==> src/rtl/jogador_pkg.sv <==
// Shared definitions for the jogo_desafio_memoria auto-player: state codes,
// storage widths and the jogada pattern the player adds each round.
package jogador_pkg;

   localparam int unsigned IDX_W = 4;
   localparam int unsigned CNT_W = 5;
   localparam int unsigned LED_W = 4;
   localparam int unsigned MEM_D = 16;

   typedef enum logic [4:0] {
      OCIOSO         = 5'd0,
      INICIA         = 5'd1,
      OBSERVA        = 5'd2,
      GAP            = 5'd3,
      PRESSIONA      = 5'd4,
      SOLTA          = 5'd5,
      ADICIONA       = 5'd6,
      ADICIONA_SOLTA = 5'd7,
      AGUARDA_FIM    = 5'd8,
      FIM_SUCESSO    = 5'd9,
      FIM_FALHA      = 5'd10
   } estado_t;

   // Jogada added at index i: one-hot walking through the four buttons.
   function automatic logic [LED_W-1:0] pattern(input logic [CNT_W-1:0] i);
      return 4'b0001 << (i % CNT_W'(4));
   endfunction

endpackage

==> src/rtl/jogador_automatico_timer.sv <==
// Loadable down-counter shared by every timed state and the watchdog;
// done_c is high while the count sits at zero.
module contador_timer #(
   parameter int unsigned W = 13
) (
   input  logic         clock,
   input  logic         reset,
   input  logic         load,
   input  logic [W-1:0] load_val,
   input  logic         en,
   output logic         done_c
);

   logic [W-1:0] cnt_q, cnt_d;

   always_comb begin
      cnt_d = cnt_q;
      if (load) begin
         cnt_d = load_val;
      end else if (en && (cnt_q != '0)) begin
         cnt_d = cnt_q - W'(1);
      end
   end

   always_ff @(posedge clock or posedge reset) begin
      if (reset) begin
         cnt_q <= '0;
      end else begin
         cnt_q <= cnt_d;
      end
   end

   assign done_c = (cnt_q == '0);

endmodule

==> src/rtl/jogador_automatico.sv <==
// Auto-player for jogo_desafio_memoria: captures the LED sequence, replays it
// on botoes, appends the next jogada each round and reports the outcome.
module jogador_automatico
   import jogador_pkg::*;
#(
   parameter int unsigned N_RODADAS = 16,
   parameter int unsigned T_PRESS   = 5,
   parameter int unsigned T_SOLTA   = 5,
   parameter int unsigned T_GAP     = 4,
   parameter int unsigned WATCHDOG  = 4096
) (
   input  logic             clock,
   input  logic             reset,
   input  logic             iniciar,
   input  logic [1:0]       modo,
   input  logic [LED_W-1:0] leds,
   input  logic             ganhou,
   input  logic             perdeu,
   input  logic             timeout,
   output logic             jogar,
   output logic [1:0]       configuracao,
   output logic [LED_W-1:0] botoes,
   output logic [CNT_W-1:0] rodada,
   output logic             concluido,
   output logic             sucesso,
   output logic             falha,
   output logic             db_divergencia,
   output logic [4:0]       db_estado
);

   localparam int unsigned T_MAX_A = (T_PRESS > T_SOLTA) ? T_PRESS : T_SOLTA;
   localparam int unsigned T_MAX_B = (T_GAP > 2) ? T_GAP : 2;
   localparam int unsigned T_MAX_C = (T_MAX_A > T_MAX_B) ? T_MAX_A : T_MAX_B;
   localparam int unsigned T_MAX   = (WATCHDOG > T_MAX_C) ? WATCHDOG : T_MAX_C;
   localparam int unsigned TMR_W   = $clog2(T_MAX + 1);

   localparam logic [TMR_W-1:0] LD_INICIA = TMR_W'(1);
   localparam logic [TMR_W-1:0] LD_GAP    = TMR_W'(T_GAP - 1);
   localparam logic [TMR_W-1:0] LD_PRESS  = TMR_W'(T_PRESS - 1);
   localparam logic [TMR_W-1:0] LD_SOLTA  = TMR_W'(T_SOLTA - 1);
   localparam logic [TMR_W-1:0] LD_WD     = TMR_W'(WATCHDOG - 1);
   localparam logic [CNT_W-1:0] RODADA_ULT = CNT_W'(N_RODADAS - 1);

   estado_t          state_q, state_d;
   logic [IDX_W-1:0] idx_q, idx_d;
   logic [CNT_W-1:0] cnt_q, cnt_d;
   logic [CNT_W-1:0] rodada_q, rodada_d;
   logic [1:0]       conf_q, conf_d;
   logic             div_q, div_d;
   logic             aceso_q, aceso_d;
   logic             jogar_q, jogar_d;
   logic [LED_W-1:0] botoes_q, botoes_d;
   logic             concluido_q, concluido_d;
   logic             sucesso_q, sucesso_d;
   logic             falha_q, falha_d;
   logic [LED_W-1:0] mem_q [MEM_D];

   logic             mem_we;
   logic             tmr_load, tmr_done_c;
   logic [TMR_W-1:0] tmr_val;
   logic [CNT_W-1:0] lim_c;
   logic             rise_c;

   contador_timer #(.W(TMR_W)) u_timer (
      .clock    (clock),
      .reset    (reset),
      .load     (tmr_load),
      .load_val (tmr_val),
      .en       (1'b1),
      .done_c   (tmr_done_c)
   );

   always_comb begin
      state_d  = state_q;
      idx_d    = idx_q;
      cnt_d    = cnt_q;
      rodada_d = rodada_q;
      conf_d   = conf_q;
      div_d    = div_q;
      aceso_d  = (leds != '0);
      mem_we   = 1'b0;
      tmr_load = 1'b0;
      tmr_val  = LD_WD;
      lim_c    = CNT_W'(rodada_q + CNT_W'(1));
      rise_c   = (leds != '0) && !aceso_q;

      case (state_q)
         OCIOSO: begin
            if (iniciar) begin
               conf_d   = modo;
               rodada_d = '0;
               cnt_d    = '0;
               idx_d    = '0;
               div_d    = 1'b0;
               state_d  = INICIA;
            end
         end
         INICIA: if (tmr_done_c) state_d = OBSERVA;
         OBSERVA: begin
            // Every LED edge restarts the watchdog; only the first rodada+1 are stored.
            if (rise_c) begin
               tmr_load = 1'b1;
               if (cnt_q < lim_c) begin
                  mem_we = 1'b1;
                  cnt_d  = CNT_W'(cnt_q + CNT_W'(1));
                  if ((cnt_q != '0) && (cnt_q == rodada_q) && (leds != pattern(cnt_q))) begin
                     div_d = 1'b1;
                  end
               end
            end
            if ((cnt_q == lim_c) && !aceso_q) begin
               state_d = GAP;
            end else if (tmr_done_c && !rise_c) begin
               state_d = FIM_FALHA;
            end
         end
         GAP: begin
            if (tmr_done_c) begin
               idx_d   = '0;
               state_d = PRESSIONA;
            end
         end
         PRESSIONA: if (tmr_done_c) state_d = SOLTA;
         SOLTA: begin
            if (tmr_done_c) begin
               if ({1'b0, idx_q} < rodada_q) begin
                  idx_d   = IDX_W'(idx_q + IDX_W'(1));
                  state_d = PRESSIONA;
               end else if (rodada_q == RODADA_ULT) begin
                  state_d = AGUARDA_FIM;
               end else begin
                  state_d = ADICIONA;
               end
            end
         end
         ADICIONA: if (tmr_done_c) state_d = ADICIONA_SOLTA;
         ADICIONA_SOLTA: begin
            if (tmr_done_c) begin
               rodada_d = CNT_W'(rodada_q + CNT_W'(1));
               cnt_d    = '0;
               state_d  = OBSERVA;
            end
         end
         AGUARDA_FIM: if (tmr_done_c) state_d = FIM_FALHA;
         FIM_SUCESSO, FIM_FALHA: if (iniciar) state_d = OCIOSO;
         default: state_d = OCIOSO;
      endcase

      // Game verdict overrides everything; a loss beats a simultaneous win.
      if (!(state_q inside {OCIOSO, FIM_SUCESSO, FIM_FALHA})) begin
         if (perdeu || timeout) begin
            state_d = FIM_FALHA;
         end else if (ganhou) begin
            state_d = FIM_SUCESSO;
         end
      end

      if (state_d != state_q) begin
         tmr_load = 1'b1;
         case (state_d)
            INICIA:                  tmr_val = LD_INICIA;
            GAP:                     tmr_val = LD_GAP;
            PRESSIONA, ADICIONA:     tmr_val = LD_PRESS;
            SOLTA, ADICIONA_SOLTA:   tmr_val = LD_SOLTA;
            default:                 tmr_val = LD_WD;
         endcase
      end

      case (state_d)
         PRESSIONA: botoes_d = mem_q[idx_d];
         ADICIONA:  botoes_d = pattern(CNT_W'(rodada_d + CNT_W'(1)));
         default:   botoes_d = '0;
      endcase
      jogar_d     = (state_d == INICIA);
      concluido_d = (state_d == FIM_SUCESSO) || (state_d == FIM_FALHA);
      sucesso_d   = (state_d == FIM_SUCESSO);
      falha_d     = (state_d == FIM_FALHA);
   end

   always_ff @(posedge clock or posedge reset) begin
      if (reset) begin
         state_q     <= OCIOSO;
         idx_q       <= '0;
         cnt_q       <= '0;
         rodada_q    <= '0;
         conf_q      <= '0;
         div_q       <= 1'b0;
         aceso_q     <= 1'b0;
         jogar_q     <= 1'b0;
         botoes_q    <= '0;
         concluido_q <= 1'b0;
         sucesso_q   <= 1'b0;
         falha_q     <= 1'b0;
      end else begin
         state_q     <= state_d;
         idx_q       <= idx_d;
         cnt_q       <= cnt_d;
         rodada_q    <= rodada_d;
         conf_q      <= conf_d;
         div_q       <= div_d;
         aceso_q     <= aceso_d;
         jogar_q     <= jogar_d;
         botoes_q    <= botoes_d;
         concluido_q <= concluido_d;
         sucesso_q   <= sucesso_d;
         falha_q     <= falha_d;
      end
   end

   // Captured sequence; contents are meaningless until written in OBSERVA.
   always_ff @(posedge clock) begin
      if (mem_we) begin
         mem_q[cnt_q[IDX_W-1:0]] <= leds;
      end
   end

   assign jogar          = jogar_q;
   assign configuracao   = conf_q;
   assign botoes         = botoes_q;
   assign rodada         = rodada_q;
   assign concluido      = concluido_q;
   assign sucesso        = sucesso_q;
   assign falha          = falha_q;
   assign db_divergencia = div_q;
   assign db_estado      = state_q;

endmodule

==> config.mk <==
export PLATFORM = sky130hd
export DESIGN_NAME = jogador_automatico
export DESIGN_NICKNAME = d
export VERILOG_FILES = /design/src/rtl/jogador_pkg.sv /design/src/rtl/jogador_automatico_timer.sv /design/src/rtl/jogador_automatico.sv
export SDC_FILE = /design/constraint.sdc
export NUM_CORES = 1
export LEC_CHECK = 0
export CAP_MARGIN = 20
export CORE_ASPECT_RATIO = 0.75
export CORE_UTILIZATION = 55
export DETAILED_ROUTE_END_ITERATION = 16
export PLACE_DENSITY = 0.74
export SLEW_MARGIN = 10
export SYNTH_ARGS = -nofsm -noshare
export SYNTH_HDL_FRONTEND = slang
export SYNTH_SLANG_ARGS = --single-unit
==> constraint.sdc <==
create_clock -name clock -period 7.8 [get_ports clock]
set_clock_uncertainty 0.1 [all_clocks]
set_input_delay 0.78 -clock clock [delete_from_list [all_inputs] [get_ports clock]]
set_output_delay 0.78 -clock clock [all_outputs]
set_load 0.05 [all_outputs]
==> out/metrics.cfg, run 1 <==
[setup_path]
crit_fanout = 16
worstPathArrival_ns = 4.45
critPathLaunchType = flop
reg2reg_depth = 10
rr_startpoint = u_timer.cnt_q[0]
ff2ff_setup_slack_ns = 3.45
path_class = reg -> reg
worst_setup_path_end_kind = flop
rr_endpoint = u_timer.cnt_q[7]
required_ns = 7.90

[detailed_routing]
wl_um = 12260
firstDrtPassIters = 5
wl_per_cell_um = 18.55
met1_length_um = 6098
met3_length_um = 844
wl_met2_um = 5176
ant_nets = 0
vias_per_cell = 6.009
drc_errors = 0
first_iter_violations = 514
topRoutingLayerUsed = met4
vias = 3972

[yosys]
yosys.area.top_type = edfxtp_1
async_flop_share = 0.4074
yosys_most_used_dff = edfxtp_1
netlist_top_cells_count = edfxtp_1, nor2_1, dfrtp_1
yosysTopAreaCellShare = 0.3418
synth.most_common_cell = edfxtp_1
syn_inst = 503
syn_nets = 531
syn-cell-area_mm2 = 0.005623
yosysSeqAreaShare = 0.5376
yosysUniqueCellTypes = 68
ys_ff_latch = 108
yosys_warnings = 0
syn-mean-instance-area_um2 = 11.18
synth_edf_count = 64
yosys-top-cells-area = edfxtp_1, dfrtp_1, mux2i_1, ha_1, nor2_1

[layout]
nFillCells = 782
syn_to_final_growth_pct = 12.59
drive_gt1_frac = 0.07372
fin_cells = 661
diodes = 0
fin_nets = 552

[grt]
grt_usage = 0.2399
grt_first_pass_wirelength_um = 19040
antenna_found_initial = 0
grt_pass1_vias = 3534
overflow = 0
grt_max_degree = 45

[placement]
dp_cells = 645
gp_congestion = 0.9172
dp_hpwl_um = 8756
io_buffers = 32

[clock_network]
clock-root-buffer = clkbuf_16
clk_path_buf_depth = 2
clock_latency_ns = 0.35
clk_pin_slew_worst_paths_ns = 0.07
hold_buffers = 0
cts_max_level = 3
cts_tree = built
cts_made_buffers = 9
cts_sinks = 108
cts_resized = 0
postCtsSetupBuffers = 0

[worst_hold_path]
min_path_type = reg -> reg
hold_end = db_divergencia
holdCritStartpoint = db_divergencia
min_path_cells = 1

[power_and_ir_drop]
clkPwrFrac = 0.235
p_sw_frac = 0.3842
peakVddDrop_mv = 0.1616
total_power_w = 0.001978
seqPwrFrac = 0.380
power_density_mw_per_mm2 = 312.5
intPower_w = 0.001218
power.leakage_nw = 2.417
comb_power_share = 0.385
netSwitchingPower_w = 0.0007599

[timing]
hold_viol = 0
min_period_ns = 4.351
worstMarginPinSlew_ns = 1.076
setup_violations = 0
drv_slew = 0
slew_headroom = 0.2812
tns_ns = 0
period_share = 0.5578
fmax_mhz = 229.8
rsz0062_at_grt = no

[die]
row_count = 31
start_util = 0.5753
core_mm2 = 0.009774
dieArea_mm2 = 0.01064
pin_count = 33
dieHeight_um = 89.57
fp.dieW_um = 118.8

[run_status]
status = complete, no violations

[run]
drv_cap = 0

-- critical path, cell delays in order, from the launching register on --
cell and delay [ns]:
dfrtp_1 0.41, inv_1 0.07, ha_1 0.20, or4b_1 0.60
or4b_1 0.86, a31o_1 0.32, o211ai_2 0.18, a22oi_2 0.16
a2111oi_4 0.55, nor2b_1 0.62, a21oi_1 0.15
-- final cells by class --
class	count	area (um^2)	share of cell area
clock inverter	5	38.79	0.006126
tap	132	165.2	0.02609
timing repair buffer	35	342.8	0.05415
sequential	108	3023	0.4775
inverter	20	75.07	0.01186
clock buffer	11	275.3	0.04348
multi-input combinational	350	2411	0.3808
-- placed cells by master (no fill, tap or decap), types with 3 or more instances in the layout --
cell / netlist / final
nand2b_1: 7 / 7
buf_4: 2 / 3
a21oi_1: 25 / 25
ha_1: 16 / 16
a21o_1: 3 / 3
or2_2: 4 / 4
inv_1: 19 / 19
o22ai_1: 5 / 5
xor2_1: 17 / 17
o21ai_0: 17 / 17
a31oi_1: 4 / 4
nor2_1: 48 / 48
nor4_1: 8 / 8
o211ai_1: 5 / 5
clkbuf_16: 0 / 11
edfxtp_1: 64 / 64
xnor2_1: 7 / 7
or3_1: 5 / 5
nand3_1: 5 / 5
dfrtp_1: 44 / 44
nor3_1: 15 / 15
mux2_2: 10 / 10
nor2b_1: 7 / 7
and3_1: 7 / 7
and2_1: 5 / 5
clkdlybuf4s50_1: 0 / 32
a211oi_1: 4 / 4
a22oi_1: 3 / 3
a2111oi_0: 4 / 4
nand2_1: 35 / 35
mux2i_1: 37 / 37
nand4_1: 4 / 4
-- logic make-up (layout without fill, tap and decap cells) --
| group | Yosys count | after routing | synth area share |
|---|---|---|---|
| AND/OR/NAND/NOR | 162 | 162 | 0.1457 |
| other | 1 | 1 | 0.0006669 |
| buffers and inverters | 45 | 71 | 0.03360 |
| adder cells (fa/ha/maj) | 16 | 16 | 0.03560 |
| multiplexers | 47 | 47 | 0.08589 |
| flip-flops | 108 | 108 | 0.5376 |
| AO/OA/AOI/OAI | 100 | 100 | 0.1235 |
| XOR/XNOR | 24 | 24 | 0.03738 |
-- power by group through the flow --
stage	Combinational, W	Clock (W)	Sequential, W
3_5_place_dp	0.000756	0	0.000762
4_1_cts	0.000761	0.000472	0.000750
3_3_place_gp	0.000743	0	0.000759
2_1_floorplan	0.000496	0	0.000829
6_report	0.000761	0.000465	0.000752
5_1_grt	0.000827	0.000491	0.000763
-- through the flow --
step                hold WS, ns  utilization  cell area [um^2]  setup slack, ns
detailed placement       0.3884       0.6156              6017            3.393
finish                   0.3955       0.6477              6331            3.449
CTS                      0.4069       0.6477              6331            3.493
floorplan                0.4348            -              5623            4.038
global route             0.4320       0.6477              6331            3.275
global placement         0.3822       0.6156              6017            3.514
-- registers in the layout (all words and copies together) (netlist names) --
signal / count
u_timer.cnt_q: 13
sucesso: 1
jogar: 1
aceso_q: 1
botoes: 4
falha: 1
db_divergencia: 1
mem_q: 64
configuracao: 2
concluido: 1
cnt_q: 5
rodada: 5
idx_q: 4
db_estado: 5
-- routing by layer --
layer / vias to the layer above / global-route usage
li1: 1895 / -
met1: 1925 / 0.3652
met2: 142 / 0.3461
met3: 10 / 0.04656
met4: 0 / 0.07365
met5: - / 0
-- worst max-delay path by stage --
stage | depth (start not counted) | start | slack (ns) | to
floorplan | 13 | rodada[1] | 4.04 | botoes[3]
global placement | 9 | leds[1] | 3.51 | u_timer.cnt_q[12]
detailed placement | 9 | leds[1] | 3.39 | u_timer.cnt_q[7]
CTS | 10 | u_timer.cnt_q[0] | 3.49 | u_timer.cnt_q[12]
global route | 10 | u_timer.cnt_q[0] | 3.28 | u_timer.cnt_q[9]
finish | 10 | u_timer.cnt_q[0] | 3.45 | u_timer.cnt_q[7]
Power figures use the tool's default switching activity.
==> inputs of run 2 (changes only) <==
==> constraint.sdc (replaced) <==
create_clock -name clock -period 4.1 [get_ports clock]
set_clock_uncertainty 0.1 [all_clocks]
set_input_delay 0.41 -clock clock [delete_from_list [all_inputs] [get_ports clock]]
set_output_delay 0.41 -clock clock [all_outputs]
set_load 0.05 [all_outputs]
==> out/metrics.cfg, run 2 (synthesis results as in run 1) <==
[layout]
drive_gt1_frac = 0.1143
diodes = 0
layout_commonest_cell = edfxtp_1
multi_input_area_mm2 = 0.002425
syn_to_final_growth_pct = 15.71
final_cell_mix = edfxtp_1, nor2_1, dfrtp_1
largest_reg_flops = 64
seqCellArea_mm2 = 0.003023
nFillCells = 780
fin_nets = 574

[detailed_routing]
vias = 4151
firstDrtPassIters = 5
wl_um = 13310
ant_nets = 0
drc_errors = 0
first_iter_violations = 476
wl_per_cell_um = 19.48
vias_per_cell = 6.078

[power_and_ir_drop]
power_density_mw_per_mm2 = 597.5
total_power_w = 0.003887
comb_power_share = 0.409
p_sw_frac = 0.3765
intPower_w = 0.002424
clkPwrFrac = 0.230
netSwitchingPower_w = 0.001464
peakVddDrop_mv = 0.5296
seqPwrFrac = 0.361
power.leakage_nw = 2.522

[setup_path]
rr_startpoint = u_timer.cnt_q[1]
crit_fanout = 13
required_ns = 4.24
critPathLaunchType = flop
critPathSlowestCell = or4b_1
crit_buf_inv = 4
worstPathArrival_ns = 4.03
crit_chain = inv_1 -> ha_1 -> or4b_1 -> nor4b_2 -> buf_4 -> o21ai_1 -> or3_1 -> and2_1 -> clkinv_2 -> buf_4 -> mux2i_1 -> mux2_2 -> o22ai_1 -> a2111o_1
reg2reg_depth = 14
max_stage_delay_ns = 0.51
path_common_cell = buf_4
path_class = reg -> reg
rr_endpoint = botoes[3]
cpLargestDelayFamily = simple AND/OR/NAND/NOR gates
worst_setup_path_end_kind = flop
ff2ff_setup_slack_ns = 0.20

[run_status]
status = complete, no violations

[clock_network]
cts_sinks = 108
clock_latency_ns = 0.35
cts_made_buffers = 9
clk_path_buf_depth = 2
clock-root-buffer = clkbuf_16
cts_max_level = 3
clk_pin_slew_worst_paths_ns = 0.07
cts_tree = built
hold_buffers = 0

[die]
dieHeight_um = 89.57
fp.dieW_um = 118.8
dieArea_mm2 = 0.01064
start_util = 0.5753
core_mm2 = 0.009774
row_count = 31
pin_count = 33

[grt]
antenna_found_initial = 0
grt_max_degree = 45
overflow = 0
grt_pass1_vias = 3912
grt_usage = 0.2674
grt_first_pass_wirelength_um = 21220

[timing]
tns_ns = 0
slew_headroom = 0.3821
setup_violations = 0
hold_viol = 0
rsz0062_at_grt = no
fmax_mhz = 256.6
worstMarginPinSlew_ns = 0.9254
min_period_ns = 3.898
period_share = 0.9507
drv_slew = 0

[placement]
gp_congestion = 0.8917
io_buffers = 32
dp_hpwl_um = 9657

[worst_hold_path]
holdCritStartpoint = configuracao[1]
hold_end = configuracao[1]
min_path_cells = 1
min_path_type = reg -> reg

[run]
drv_cap = 0

==> run 2: changes by cell type in the layout (fill, tap and decap cells not counted), sizes merged <==
cell	before	now
clkbuf	11	13
bufinv	0	1
inv	23	20
buf	3	25
==> run 2: power groups by stage <==
stage          sequential, W  clock, W  combinational, W
6_report             0.00140  0.000895           0.00159
3_3_place_gp         0.00141         0           0.00154
2_1_floorplan        0.00158         0          0.000943
3_5_place_dp         0.00142         0           0.00157
4_1_cts              0.00140  0.000903           0.00157
5_1_grt              0.00142  0.000943           0.00173
==> run 2: routing by layer <==
layer / vias up / GRT usage / part of all wire
met3: 19 / 0.06569 / 0.071
li1: 1936 / - / -
met2: 179 / 0.4072 / 0.44
met5: - / 0 / 0
met1: 2017 / 0.3843 / 0.47
met4: 0 / 0.07365 / 0.013
==> run 2: layout make-up <==
cell class	count	area share
Sequential cell	108	0.4646
Multi-Input combinational cell	350	0.3727
Timing Repair Buffer	57	0.07808
Clock buffer	13	0.04077
Tap cell	132	0.02538
Inverter	20	0.01173
Clock inverter	3	0.006731
==> run 2: worst max-delay path by stage <==
stage | start | cells past startpoint | endpoint | slack [ns]
3_3_place_gp | rodada[0] | 13 | u_timer.cnt_q[3] | 0.32
3_5_place_dp | rodada[0] | 13 | u_timer.cnt_q[5] | 0.13
4_1_cts | rodada[0] | 13 | u_timer.cnt_q[5] | 0.11
6_report | u_timer.cnt_q[1] | 14 | botoes[3] | 0.20
2_1_floorplan | rodada[1] | 13 | botoes[3] | 0.34
5_1_grt | u_timer.cnt_q[1] | 14 | botoes[3] | 0.03
==> run 2: what timing repair did <==
action	4_1_cts	5_1_grt
buffers inserted	0	0
setup endpoints to repair	0	12
gates resized for setup	0	4
==> run 2: worst reg2reg max path, cell delays in order, from the launching register on <==
cell and delay (ns):
dfrtp_1 0.42, inv_1 0.09, ha_1 0.20, or4b_1 0.51, nor4b_2 0.32, buf_4 0.24
o21ai_1 0.14, or3_1 0.35, and2_1 0.19, clkinv_2 0.20, buf_4 0.20, mux2i_1 0.20
mux2_2 0.17, o22ai_1 0.08, a2111o_1 0.41
==> run 2: per-stage QoR <==
step	utilization	hold slack, ns	setup WS, ns	cell area [um^2]	cells
after floorplan	-	0.4089	0.3384	5623	503
after global placement	0.6325	0.3857	0.3178	6182	667
after detailed placement	0.6325	0.3956	0.1328	6182	667
after CTS	0.6641	0.4215	0.1147	6491	683
after global routing	0.6656	0.4361	0.03394	6506	683
final	0.6656	0.4215	0.2023	6506	683
==> inputs of run 3 (changes only) <==
--- a/config.mk
+++ b/config.mk
@@ -5,11 +5,12 @@
 export SDC_FILE = /design/constraint.sdc
 export NUM_CORES = 1
 export LEC_CHECK = 0
+export ABC_AREA = 1
 export CAP_MARGIN = 20
 export CORE_ASPECT_RATIO = 0.75
-export CORE_UTILIZATION = 55
+export CORE_UTILIZATION = 60
 export DETAILED_ROUTE_END_ITERATION = 16
-export PLACE_DENSITY = 0.74
+export PLACE_DENSITY = 0.8
 export SLEW_MARGIN = 10
 export SYNTH_ARGS = -nofsm -noshare
 export SYNTH_HDL_FRONTEND = slang
==> out/metrics.cfg, run 3 <==
[run_status]
status = complete, no violations

[timing]
setup_violations = 0
drv_slew = 0
tns_ns = 0
hold_viol = 0
rsz0062_at_grt = no
min_period_ns = 3.495
period_share = 0.8525
fmax_mhz = 286.1
worstMarginPinSlew_ns = 0.9530
slew_headroom = 0.3638

[setup_path]
startpoint = rodada[0]
worstPathArrival_ns = 3.65
critPathLaunchType = flop
ff2ff_setup_slack_ns = 0.60
path_class = reg -> reg
reg2reg_depth = 18
critPathSlowestCell = nor2_2
path_common_cell = nand2_1
max_stage_delay_ns = 0.44
rr_endpoint = u_timer.cnt_q[0]
crit_fanout = 13
crit_chain = ha_1 -> nand2_1 -> nor2_1 -> ha_1 -> ha_1 -> nand4_1 -> o21ai_1 -> a21oi_1 -> nor2_1 -> nand3_2 -> nand2_1 -> nand2_1 -> nor2_4 -> nand4_4 -> nor2_2 -> inv_1 -> nand2_1 -> nand2_1
rr_startpoint = rodada[0]
worst_setup_path_end_kind = flop
required_ns = 4.25

[die]
start_util = 0.6229
core_mm2 = 0.009121
pin_count = 33
dieHeight_um = 86.28
fp.dieW_um = 114.4
row_count = 30
dieArea_mm2 = 0.009867

[clock_network]
clock_latency_ns = 0.36
clk_path_buf_depth = 2
cts_sinks = 108
hold_buffers = 0
cts_resized = 0
clock-root-buffer = clkbuf_16
cts_max_level = 3
cts_made_buffers = 9
clk_pin_slew_worst_paths_ns = 0.08
cts_tree = built
postCtsSetupBuffers = 0

[layout]
diodes = 0
drive_gt1_frac = 0.09971
layout_commonest_cell = nand2_1
fin_nets = 705
syn_to_final_growth_pct = 12.71
largest_reg_flops = 64
fin_cells = 810
final_cell_mix = nand2_1, nand3_1, edfxtp_1
nFillCells = 704

[yosys]
yosysSeqAreaShare = 0.5320
yosys.area.top_type = edfxtp_1
synth.most_common_cell = nand2_1
ys_ff_latch = 108
syn_nets = 669
yosys_warnings = 0
yosysTopAreaCellShare = 0.3383
async_flop_share = 0.4074
yosys-top-cells-area = edfxtp_1, dfrtp_1, nand2_1, nand3_1, nor2_1
syn-cell-area_mm2 = 0.005682
yosys_most_used_dff = edfxtp_1
yosysUniqueCellTypes = 37
synth_edf_count = 64
netlist_top_cells_count = nand2_1, nand3_1, edfxtp_1
syn-mean-instance-area_um2 = 8.864
syn_inst = 641

[grt]
antenna_found_initial = 0
grt_max_degree = 45
overflow = 0
grt_pass1_vias = 4353
grt_usage = 0.2992
grt_first_pass_wirelength_um = 21980

[detailed_routing]
ant_nets = 0
drc_errors = 0
vias_per_cell = 5.785
wl_um = 13850
first_iter_violations = 552
vias = 4686
wl_per_cell_um = 17.09
firstDrtPassIters = 6

[worst_hold_path]
hold_end = configuracao[1]
min_path_type = reg -> reg
holdCritStartpoint = configuracao[1]
min_path_cells = 2

[power_and_ir_drop]
peakVddDrop_mv = 0.4111
power_density_mw_per_mm2 = 509.7
power.leakage_nw = 2.734

[placement]
dp_cells = 794
dp_hpwl_um = 10300
gp_congestion = 0.9695
io_buffers = 32

[run]
drv_cap = 0

## run 3: cell types whose count changed in the layout (fill, tap and decap cells not counted), sizes merged, moves of 7 or more
cell / delta
nand2: +149
mux2: -10
inv: +47
nor2: +17
and3: -7
nor2b: -7
nor3: -7
nand3: +92
mux2i: -37
buf: -20
nand2b: -7
## run 3: per-layer routing
metal	track usage	vias up	part of all wire
li1	-	2217	-
met1	0.4477	2206	0.45
met2	0.4402	229	0.44
met3	0.06713	34	0.094
met4	0.08383	0	0.019
met5	0	-	0
## run 3: how the worst max path moves through the flow
stage	to	slack, ns
after floorplan	u_timer.cnt_q[10]	0.93
after global placement	u_timer.cnt_q[0]	0.81
after detailed placement	u_timer.cnt_q[0]	0.68
after CTS	u_timer.cnt_q[0]	0.68
after global routing	u_timer.cnt_q[0]	0.35
final	u_timer.cnt_q[0]	0.60
## run 3: final cells by class
cell class / count / area, um^2 / area share
Sequential cell: 108 / 3023 / 0.4721
Multi-Input combinational cell: 454 / 2327 / 0.3634
Timing Repair Buffer: 37 / 357.8 / 0.05588
Inverter: 67 / 251.5 / 0.03927
Clock buffer: 10 / 239.0 / 0.03732
Tap cell: 128 / 160.2 / 0.02501
Clock inverter: 6 / 45.04 / 0.007034
## run 3: power by group
| part | total [W] | switching (W) | internal [W] |
|---|---|---|---|
| registers | 0.00135 | 0.000103 | 0.00124 |
| clock network | 0.000832 | 0.000398 | 0.000434 |
| logic | 0.00108 | 0.000746 | 0.000338 |
| total | 0.00326 | 0.00125 | 0.00202 |
## run 3: critical path: cells and delay by family (launching register included)
family / cells / cell delay [ns]
simple gates: 12 / 1.67
buf+inv: 1 / 0.08
compound gates: 2 / 0.24
flops: 1 / 0.43
fa+ha+maj: 3 / 0.86
## run 3: per-stage QoR
stage / hold WS (ns) / utilization / cell area, um^2 / setup slack [ns] / total power (W)
6_report: 0.3805 / 0.7021 / 6404 / 0.6048 / 0.003264
5_1_grt: 0.4090 / 0.7021 / 6404 / 0.3535 / 0.003423
4_1_cts: 0.3882 / 0.7021 / 6404 / 0.6844 / 0.003255
3_5_place_dp: 0.3711 / 0.6709 / 6120 / 0.6805 / 0.002431
3_3_place_gp: 0.3560 / 0.6709 / 6120 / 0.8090 / 0.002404
2_1_floorplan: 0.3718 / - / 5682 / 0.9314 / 0.002136
## run 3: cells by family (layout without fill, tap and decap cells)
kind of cell             after synthesis  count (layout)  share of synthesized area
AO/OA/AOI/OAI                         50              50                    0.05043
XOR/XNOR                              16              16                    0.02466
adder cells (fa/ha/maj)               16              16                    0.03523
buffers and inverters                 79             120                    0.05836
flip-flops                           108             108                     0.5320
other                                  1               1                  0.0006600
AND/OR/NAND/NOR                      371             371                     0.2986
